`config.mk`:
```
export PLATFORM = sky130hd
export DESIGN_NAME = memory_arbiter_4x36_flat
export DESIGN_NICKNAME = d
export VERILOG_FILES = /design/src/rtl/memory_arbiter_4x36_pkg.sv /design/src/rtl/memory_arbiter_4x36_if.sv /design/src/rtl/memory_arbiter_4x36_rr_pick4.sv /design/src/rtl/memory_arbiter_4x36.sv /design/src/flat_wrapper.sv
export SDC_FILE = /design/constraint.sdc
export NUM_CORES = 1
export LEC_CHECK = 0
export CAP_MARGIN = 20
export CORE_AREA = 2 2 181 183
export DETAILED_ROUTE_END_ITERATION = 10
export DIE_AREA = 0 0 183 185
export GPL_TIMING_DRIVEN = 1
export PLACE_DENSITY_LB_ADDON = 0.3
export SLEW_MARGIN = 10
export SYNTH_ARGS = -nofsm -noshare
export SYNTH_HDL_FRONTEND = slang
export SYNTH_SLANG_ARGS = --single-unit
```
`constraint.sdc`:
```
create_clock -name clk -period 2.9 [get_ports clk]
set_clock_uncertainty 0.1 [all_clocks]
set_input_delay 0.29 -clock clk [delete_from_list [all_inputs] [get_ports clk]]
set_output_delay 0.29 -clock clk [all_outputs]
set_load 0.01 [all_outputs]
```
`src/rtl/memory_arbiter_4x36_pkg.sv`:
```
// Shared constants and state encoding for the four-port memory arbiter.
package memory_arbiter_4x36_pkg;

   localparam int unsigned NPORTS = 4;

   typedef enum logic {
      ST_IDLE,
      ST_GRANT
   } state_t;

endpackage

```
`src/rtl/memory_arbiter_4x36_if.sv`:
```
// Avalon-style word-addressed memory port; master drives strobes, slave answers.
interface memory_arbiter_4x36_if #(
   parameter int unsigned ADDR_W = 18,
   parameter int unsigned DATA_W = 36
);
   logic [ADDR_W-1:0] address;
   logic              write;
   logic              read;
   logic [DATA_W-1:0] writedata;
   logic [DATA_W-1:0] readdata;
   logic              waitrequest;

   modport master (
      output address, write, read, writedata,
      input  readdata, waitrequest
   );

   modport slave (
      input  address, write, read, writedata,
      output readdata, waitrequest
   );
endinterface

```
`src/rtl/memory_arbiter_4x36_rr_pick4.sv`:
```
// Round-robin search over four requests, starting just after the last-served index.
module rr_pick4 (
   input  logic [3:0] req,
   input  logic [1:0] last,
   output logic       any,
   output logic [1:0] idx
);
   logic [1:0] cand;

   // Walk from farthest to nearest so the nearest hit after last is what remains.
   always_comb begin
      any  = |req;
      idx  = last;
      cand = last;
      for (int k = 4; k >= 1; k--) begin
         cand = last + 2'(k);
         if (req[cand]) idx = cand;
      end
   end
endmodule

```
`src/rtl/memory_arbiter_4x36.sv`:
```
// Four requesters share one memory port; round-robin grant held until the transfer completes.
module memory_arbiter_4x36
   import memory_arbiter_4x36_pkg::*;
#(
   parameter int unsigned ADDR_W = 18,
   parameter int unsigned DATA_W = 36
) (
   input  logic                   clk,
   input  logic                   reset,
   memory_arbiter_4x36_if.slave   p0,
   memory_arbiter_4x36_if.slave   p1,
   memory_arbiter_4x36_if.slave   p2,
   memory_arbiter_4x36_if.slave   p3,
   memory_arbiter_4x36_if.master  m
);
   logic [NPORTS-1:0] rd;
   logic [NPORTS-1:0] wr;
   logic [NPORTS-1:0] req;
   logic [NPORTS-1:0] wt;
   logic [ADDR_W-1:0] addr  [NPORTS];
   logic [DATA_W-1:0] wdata [NPORTS];

   state_t     state_q, state_d;
   logic [1:0] g_q, g_d;
   logic [1:0] last_q, last_d;
   logic       any;
   logic [1:0] pick;
   logic       granted;

   assign rd  = {p3.read, p2.read, p1.read, p0.read};
   assign wr  = {p3.write, p2.write, p1.write, p0.write};
   assign req = rd | wr;

   assign addr[0]  = p0.address;
   assign addr[1]  = p1.address;
   assign addr[2]  = p2.address;
   assign addr[3]  = p3.address;
   assign wdata[0] = p0.writedata;
   assign wdata[1] = p1.writedata;
   assign wdata[2] = p2.writedata;
   assign wdata[3] = p3.writedata;

   rr_pick4 u_pick (
      .req  (req),
      .last (last_q),
      .any  (any),
      .idx  (pick)
   );

   always_ff @(posedge clk or posedge reset) begin
      if (reset) begin
         state_q <= ST_IDLE;
         g_q     <= 2'd0;
         last_q  <= 2'd3;
      end else begin
         state_q <= state_d;
         g_q     <= g_d;
         last_q  <= last_d;
      end
   end

   // A withdrawn request releases the grant exactly like a completed one.
   always_comb begin
      state_d = state_q;
      g_d     = g_q;
      last_d  = last_q;
      case (state_q)
         ST_IDLE: begin
            if (any) begin
               state_d = ST_GRANT;
               g_d     = pick;
            end
         end
         ST_GRANT: begin
            if (!req[g_q] || !m.waitrequest) begin
               state_d = ST_IDLE;
               last_d  = g_q;
            end
         end
         default: state_d = ST_IDLE;
      endcase
   end

   assign granted     = (state_q == ST_GRANT);
   assign m.address   = addr[g_q];
   assign m.writedata = wdata[g_q];
   assign m.write     = granted & wr[g_q];
   assign m.read      = granted & rd[g_q] & ~wr[g_q];

   always_comb begin
      wt = '1;
      for (int n = 0; n < NPORTS; n++) begin
         if (granted && (g_q == 2'(n))) wt[n] = m.waitrequest;
      end
   end

   assign p0.waitrequest = wt[0];
   assign p1.waitrequest = wt[1];
   assign p2.waitrequest = wt[2];
   assign p3.waitrequest = wt[3];
   assign p0.readdata    = m.readdata;
   assign p1.readdata    = m.readdata;
   assign p2.readdata    = m.readdata;
   assign p3.readdata    = m.readdata;
endmodule

```
`src/flat_wrapper.sv`:
```
// flat-port wrapper written by rule: the top's interface ports become plain ports
module memory_arbiter_4x36_flat import memory_arbiter_4x36_pkg::*;
#(
   parameter int unsigned ADDR_W = 18,
   parameter int unsigned DATA_W = 36
)
  (clk, reset, p0_address, p0_write, p0_read, p0_writedata, p0_readdata, p0_waitrequest, p1_address, p1_write, p1_read, p1_writedata, p1_readdata, p1_waitrequest, p2_address, p2_write, p2_read, p2_writedata, p2_readdata, p2_waitrequest, p3_address, p3_write, p3_read, p3_writedata, p3_readdata, p3_waitrequest, m_address, m_write, m_read, m_writedata, m_readdata, m_waitrequest);
  memory_arbiter_4x36_if #(.ADDR_W(ADDR_W), .DATA_W(DATA_W)) p0_i ();
  memory_arbiter_4x36_if #(.ADDR_W(ADDR_W), .DATA_W(DATA_W)) p1_i ();
  memory_arbiter_4x36_if #(.ADDR_W(ADDR_W), .DATA_W(DATA_W)) p2_i ();
  memory_arbiter_4x36_if #(.ADDR_W(ADDR_W), .DATA_W(DATA_W)) p3_i ();
  memory_arbiter_4x36_if #(.ADDR_W(ADDR_W), .DATA_W(DATA_W)) m_i ();
  input  logic clk;
  input  logic reset;
  input wire logic [$bits(p0_i.address)-1:0] p0_address;
  input wire logic [$bits(p0_i.write)-1:0] p0_write;
  input wire logic [$bits(p0_i.read)-1:0] p0_read;
  input wire logic [$bits(p0_i.writedata)-1:0] p0_writedata;
  output wire logic [$bits(p0_i.readdata)-1:0] p0_readdata;
  output wire logic [$bits(p0_i.waitrequest)-1:0] p0_waitrequest;
  input wire logic [$bits(p1_i.address)-1:0] p1_address;
  input wire logic [$bits(p1_i.write)-1:0] p1_write;
  input wire logic [$bits(p1_i.read)-1:0] p1_read;
  input wire logic [$bits(p1_i.writedata)-1:0] p1_writedata;
  output wire logic [$bits(p1_i.readdata)-1:0] p1_readdata;
  output wire logic [$bits(p1_i.waitrequest)-1:0] p1_waitrequest;
  input wire logic [$bits(p2_i.address)-1:0] p2_address;
  input wire logic [$bits(p2_i.write)-1:0] p2_write;
  input wire logic [$bits(p2_i.read)-1:0] p2_read;
  input wire logic [$bits(p2_i.writedata)-1:0] p2_writedata;
  output wire logic [$bits(p2_i.readdata)-1:0] p2_readdata;
  output wire logic [$bits(p2_i.waitrequest)-1:0] p2_waitrequest;
  input wire logic [$bits(p3_i.address)-1:0] p3_address;
  input wire logic [$bits(p3_i.write)-1:0] p3_write;
  input wire logic [$bits(p3_i.read)-1:0] p3_read;
  input wire logic [$bits(p3_i.writedata)-1:0] p3_writedata;
  output wire logic [$bits(p3_i.readdata)-1:0] p3_readdata;
  output wire logic [$bits(p3_i.waitrequest)-1:0] p3_waitrequest;
  output wire logic [$bits(m_i.address)-1:0] m_address;
  output wire logic [$bits(m_i.write)-1:0] m_write;
  output wire logic [$bits(m_i.read)-1:0] m_read;
  output wire logic [$bits(m_i.writedata)-1:0] m_writedata;
  input wire logic [$bits(m_i.readdata)-1:0] m_readdata;
  input wire logic [$bits(m_i.waitrequest)-1:0] m_waitrequest;
  assign p0_i.address = p0_address;
  assign p0_i.write = p0_write;
  assign p0_i.read = p0_read;
  assign p0_i.writedata = p0_writedata;
  assign p0_readdata = p0_i.readdata;
  assign p0_waitrequest = p0_i.waitrequest;
  assign p1_i.address = p1_address;
  assign p1_i.write = p1_write;
  assign p1_i.read = p1_read;
  assign p1_i.writedata = p1_writedata;
  assign p1_readdata = p1_i.readdata;
  assign p1_waitrequest = p1_i.waitrequest;
  assign p2_i.address = p2_address;
  assign p2_i.write = p2_write;
  assign p2_i.read = p2_read;
  assign p2_i.writedata = p2_writedata;
  assign p2_readdata = p2_i.readdata;
  assign p2_waitrequest = p2_i.waitrequest;
  assign p3_i.address = p3_address;
  assign p3_i.write = p3_write;
  assign p3_i.read = p3_read;
  assign p3_i.writedata = p3_writedata;
  assign p3_readdata = p3_i.readdata;
  assign p3_waitrequest = p3_i.waitrequest;
  assign m_address = m_i.address;
  assign m_write = m_i.write;
  assign m_read = m_i.read;
  assign m_writedata = m_i.writedata;
  assign m_i.readdata = m_readdata;
  assign m_i.waitrequest = m_waitrequest;
  memory_arbiter_4x36 #(.ADDR_W(ADDR_W), .DATA_W(DATA_W)) u_core (.clk(clk), .reset(reset), .p0(p0_i), .p1(p1_i), .p2(p2_i), .p3(p3_i), .m(m_i));
endmodule
```
Word level (Yosys, flattened, before mapping)
Index checks and enable logic that the tools add are counted. Widths: inputs -> output; s select.

Equal/unequal tests: 3. Bitwise operators: 7. Add/sub/neg operators: 3. $lt $le $gt $ge: 5. Reduce and logical (&&, ||, !) cells: 11. Muxes and demuxes: 28.

Operator list (number): $bmux 36 s2 (1); $mux 36 (2); $bmux 18 s2 (1); $mux 18 (2); $bmux 1 s2 (6); $lt 2x3->1 const B (4); $mux 1 (12); $mux 2 (3); $add 2x2->2 const B (2); $eq 2x2->1 const B (2); $logic_and 1x1->1 (4); $or 4x4->4 (1); $reduce_and 2->1 (2); $reduce_or 4->1 (1); $and 1x1->1 (3); $ge 3x3->1 const B (1); $not 2->3 (1); $add 2x1->2 const B (1); $eq 2x1->1 const B (1); $logic_not 1->1 (2); $logic_not 2->1 (1); $not 1->1 (2); $pmux 1 s2 (1); $logic_or 1x1->1 (1).

Flip-flop bits (word level): 5. Input bits: 263. Output and inout bits: 204. Logic and storage cells: 60.

Longest topological paths before layout
Gate-level depths: netlist (run 1).

Depth in word-level cells: 7. Mapped depth: 5.

Modules after synthesis
From an unflattened synthesis (run 1), not the netlist that was laid out.

Cells, all modules: 265. Area total of the unflattened synthesis: 2924.1 um2.

Modules (own cells, without submodules): memory_arbiter_4x36 (cells an instance 253, times used 1, area an instance 2837.7 um2); rr_pick4 (cells an instance 12, times used 1, area an instance 86.3 um2).

Least setup slack after synthesis (run 1)
No wires, ideal clock.

Path type: register to output. Start point: register u_core.g_q[0]. End point: output m_address[0]. Data required time: 2510 ps. Cell stages (with the launch flop): 4. Path slack: 1210 ps. Arrival time: 1300 ps. Cells stage by stage: dfrtp_1 buf_6 buf_2 mux4_2.

Longest elaborated chain between the ends: 4.

RTL lines: start: declaration (RTL line memory_arbiter_4x36.sv:24) `logic [1:0] g_q, g_d;`; start signal: assignment (RTL line memory_arbiter_4x36.sv:57) `g_q <= g_d;`; $not 2->3 (implied by the code) (RTL line memory_arbiter_4x36.sv:85) `assign m.address = addr[g_q];`; $bmux 18 s2 (RTL line memory_arbiter_4x36.sv:85); $mux 18 (implied by the code) (2 in series) (RTL line memory_arbiter_4x36.sv:85); end: declaration (RTL line flat_wrapper.sv:39) `output wire logic [$bits(m_i.address)-1:0] m_address;`.

No other way between the ends. The select of a mux whose other input is x is not followed.

Final worst setup path (run 1)
Start point: register u_core.g_q[0]. End point: output m_writedata[21].

Longest elaborated chain between the ends: 4.

RTL lines: $not 2->3 (implied by the code) (RTL line memory_arbiter_4x36.sv:86) `assign m.writedata = wdata[g_q];`; $bmux 36 s2 (RTL line memory_arbiter_4x36.sv:86); $mux 36 (implied by the code) (2 in series) (RTL line memory_arbiter_4x36.sv:86); end: declaration (RTL line flat_wrapper.sv:42) `output wire logic [$bits(m_i.writedata)-1:0] m_writedata;`.

No other way between the ends. The select of a mux whose other input is x is not followed.

==> flow_summary_export.csv, run 1 <==
group,metric,value,unit
setup_path,critPathMaxFanout,19,
clocking,cts_setup_buffers,0,
detailed_routing,firstDrtPassIters,4,
clocking,h-tree-depth,1,
timing,period_share,91.2,%
final_layout,area_growth,85.8,%
setup_path,reg2reg_from,"u_core.g_q[0]$_DFFE_PP0P_",
setup_path,required,2.51,ns
detailed_routing,via_per_inst,3.12,
global_route,overflow,0,
detailed_routing,wl,14300,um
worst_hold_path,worstHoldPathType,"in -> async",
clocking,cts_root_buf,"clkbuf_16",
timing,holdWs,0.216,ns
synthesis,synth_cell_types,29,
setup_path,r2r_end,"u_core.last_q[1]$_DFFE_PP1P_",
floorplanning,die_y,185,um
clocking,clkTransAtPathRegs,0.03,ns
timing,tns,0,ns
final_layout,final_cell_area,5160,sq um
detailed_routing,antenna_left,0,
synthesis,synth_warnings,0,
detailed_routing,wl_per_cell,17.8,um
final_layout,final_common_cell,"clkdlybuf4s50_1",
pwr,p_comb_share,85.7,%
timing,min_period,2.64,ns
synthesis,synth_fp_nets,520,
timing,rsz0062_at_grt,"no",
placed_design,dp_hpwl,12800,um
pwr,vdd_drop_max,0.000203,V
clocking,clk_latency,0.23,ns
setup_path,cp-end-kind,"output port",
final_layout,fin_nets,661,
final_layout,drive_gt1_share,19.1,%
run_status,status,"completed",
global_route,grt_max_degree,40,
pwr,clkPwrFrac,6.7,%
global_route,grt_pass1_vias,2751,
timing,tightest_slew,0.574,ns
synthesis,synthMuxAreaShare,47.0,%
synthesis,synth_seq_cells,5,
synthesis,synth-compound-area-share,3.06,%
clocking,cts_max_path_buffers,2,
global_route,grt_usage,7.76,%
final_layout,final_cell_mix,"clkdlybuf4s50_1, mux4_2, nor2_1",
synthesis,syn-cell-area,2780,sq um
pwr,p_leak,1.70,nW
clocking,clock-sinks,5,
pwr,pwr_density_cell,656,nW/um^2
setup_path,regToRegSetupSlack,0.72,ns
synthesis,synth_fa_ha_area_share,0,%
detailed_routing,vias,2516,
detailed_routing,drt_iter0_drc,49,
pwr,internal_power,0.00216,W
setup_path,reg2reg_depth,4,
setup_path,worst_setup_path_start_kind,"flop",
timing,hold_violations,0,
global_route,grt_pass1_wl,19300,um
clocking,postCtsResizedCells,0,
synthesis,avgSynthCellArea,10.8,sq um
placed_design,port_buffers,286,
floorplanning,io_pins,467,
detailed_routing,drc,0,
pwr,p_seq_share,7.6,%
placed_design,globalplace.congestion,0.675,
timing,fin_ws,0.256,ns
placed_design,pre_cts_ws,0.433,ns
pwr,switching_power,0.00122,W
setup_path,crit_arrival,2.25,ns
placed_design,placed_area,5080,sq um
clocking,cts_made_buffers,3,
clocking,postCtsHoldBufs,0,
floorplanning,rows,66,
clocking,cts_tree,"done",
pwr,switching_share,36.1,%
floorplanning,die-width,183,um
global_route,antenna_found_initial,1,
timing,clock.fmax,378,MHz
timing,setup_viol,0,
synthesis,ys_seq_area_share,4.60,%
synthesis,synth_top_family_by_area,"multiplexers",
synthesis,synthesis.instances,257,
synthesis,synthXorXnorAreaFrac,0,%
floorplanning,initial_core_util,8.67,%
synthesis,synthSimpleGateAreaFrac,3.61,%
job,cap_violations,0,
timing,slew_violations,0,
floorplanning,die-area,33900,sq um
floorplanning,core_area,32000,sq um
timing,slew_headroom,61.7,%
setup_path,worstSetupPathType,"reg -> out",
==> sequential cells by signal, indices dropped and copies added (netlist names) <==
register        count
u_core.last_q       2
u_core.granted      1
u_core.g_q          2
==> critical path: stages, from the launching register on <==
cell and delay [ns]:
dfrtp_4 0.66, buf_4 0.31, mux4_2 0.52, clkdlybuf4s50_1 0.50
==> stage by stage <==
stage	total power, W	util (%)	cells
2_1_floorplan	0.00191	-	257
3_3_place_gp	0.00323	15.8	801
6_report	0.00338	16.1	806
5_1_grt	0.00362	16.1	806
4_1_cts	0.00347	16.1	805
3_5_place_dp	0.00322	15.8	801
==> layout make-up <==
cell class / count / area [sq um]
flip-flops and latches: 5 / 133
clock buffers: 4 / 78.8
diodes: 1 / 2.50
repair buffers: 294 / 2940
inverters: 2 / 7.51
well taps: 408 / 510
fillers: 3564 / 26900
multi-input cells: 92 / 1490
==> cells in the mapped netlist (all sizes together) <==
cell type  instances  area, sq um
a21oi              3         15.0
dfstp              2         52.6
o21ai              2         13.8
nor2               8         30.0
or2                1         6.26
mux4              57         1280
o21bai             2         15.0
a221oi             1         8.76
nor3               2         10.0
buf              154         1130
or3                1         6.26
a31oi              1         6.26
o311ai             1         8.76
mux2               2         22.5
nand4b             1         8.76
nand2              4         15.0
nor4               1         6.26
o2bb2ai            1         8.76
clkbuf             4         15.0
and2               1         6.26
dfrtp              3         75.1
inv                2         7.51
nand3              1         5.00
nand4              1         6.26
o22a               1         8.76
==> per-layer routing <==
metal  wire length, um  global-route usage [%]  share of wire, %  vias to the layer above
li1                  -                       -                 -                     1094
met4               136                    1.73              0.95                        0
met2              7490                    14.3                52                      193
met3              1510                    3.01                11                       21
met5                 0                       0                 0                        -
met1              5180                    8.39                36                     1208
==> worst max-delay path by stage <==
stage	start	end	slack, ns	cells past startpoint
global placement	u_core.g_q[0]$_DFFE_PP0P_	m_writedata[6]	0.44	3
global route	u_core.g_q[0]$_DFFE_PP0P_	m_writedata[6]	0.14	3
detailed placement	u_core.g_q[0]$_DFFE_PP0P_	m_writedata[6]	0.43	3
CTS	u_core.g_q[0]$_DFFE_PP0P_	m_writedata[6]	0.19	3
finish	u_core.g_q[0]$_DFFE_PP0P_	m_writedata[21]	0.26	3
floorplan	u_core.g_q[0]$_DFFE_PP0P_	m_address[0]	1.21	3
==> power groups by stage <==
stage	Clock [W]	Sequential [W]	Combinational, W
finish	0.000228	0.000256	0.00290
global route	0.000242	0.000282	0.00309
CTS	0.000233	0.000270	0.00296
detailed placement	0	0.000271	0.00295
global placement	0	0.000271	0.00296
floorplan	0	0.000149	0.00176
==> kinds of logic (layout without fill, tap and decap cells) <==
group	count (synthesis)	count (layout)
AO/OA/AOI/OAI	12	12
buffers and inverters	160	300
multiplexers	59	59
flip-flops	5	5
other	0	1
AND/OR/NAND/NOR	21	21
Note: power is estimated with default switching activity, not from simulation.
==> run 2: changes to the inputs <==
SLEW_MARGIN = 20   (was 10)
==> results of run 2 <==
The final DEF is identical to that of run 1; final timing and power are the same.
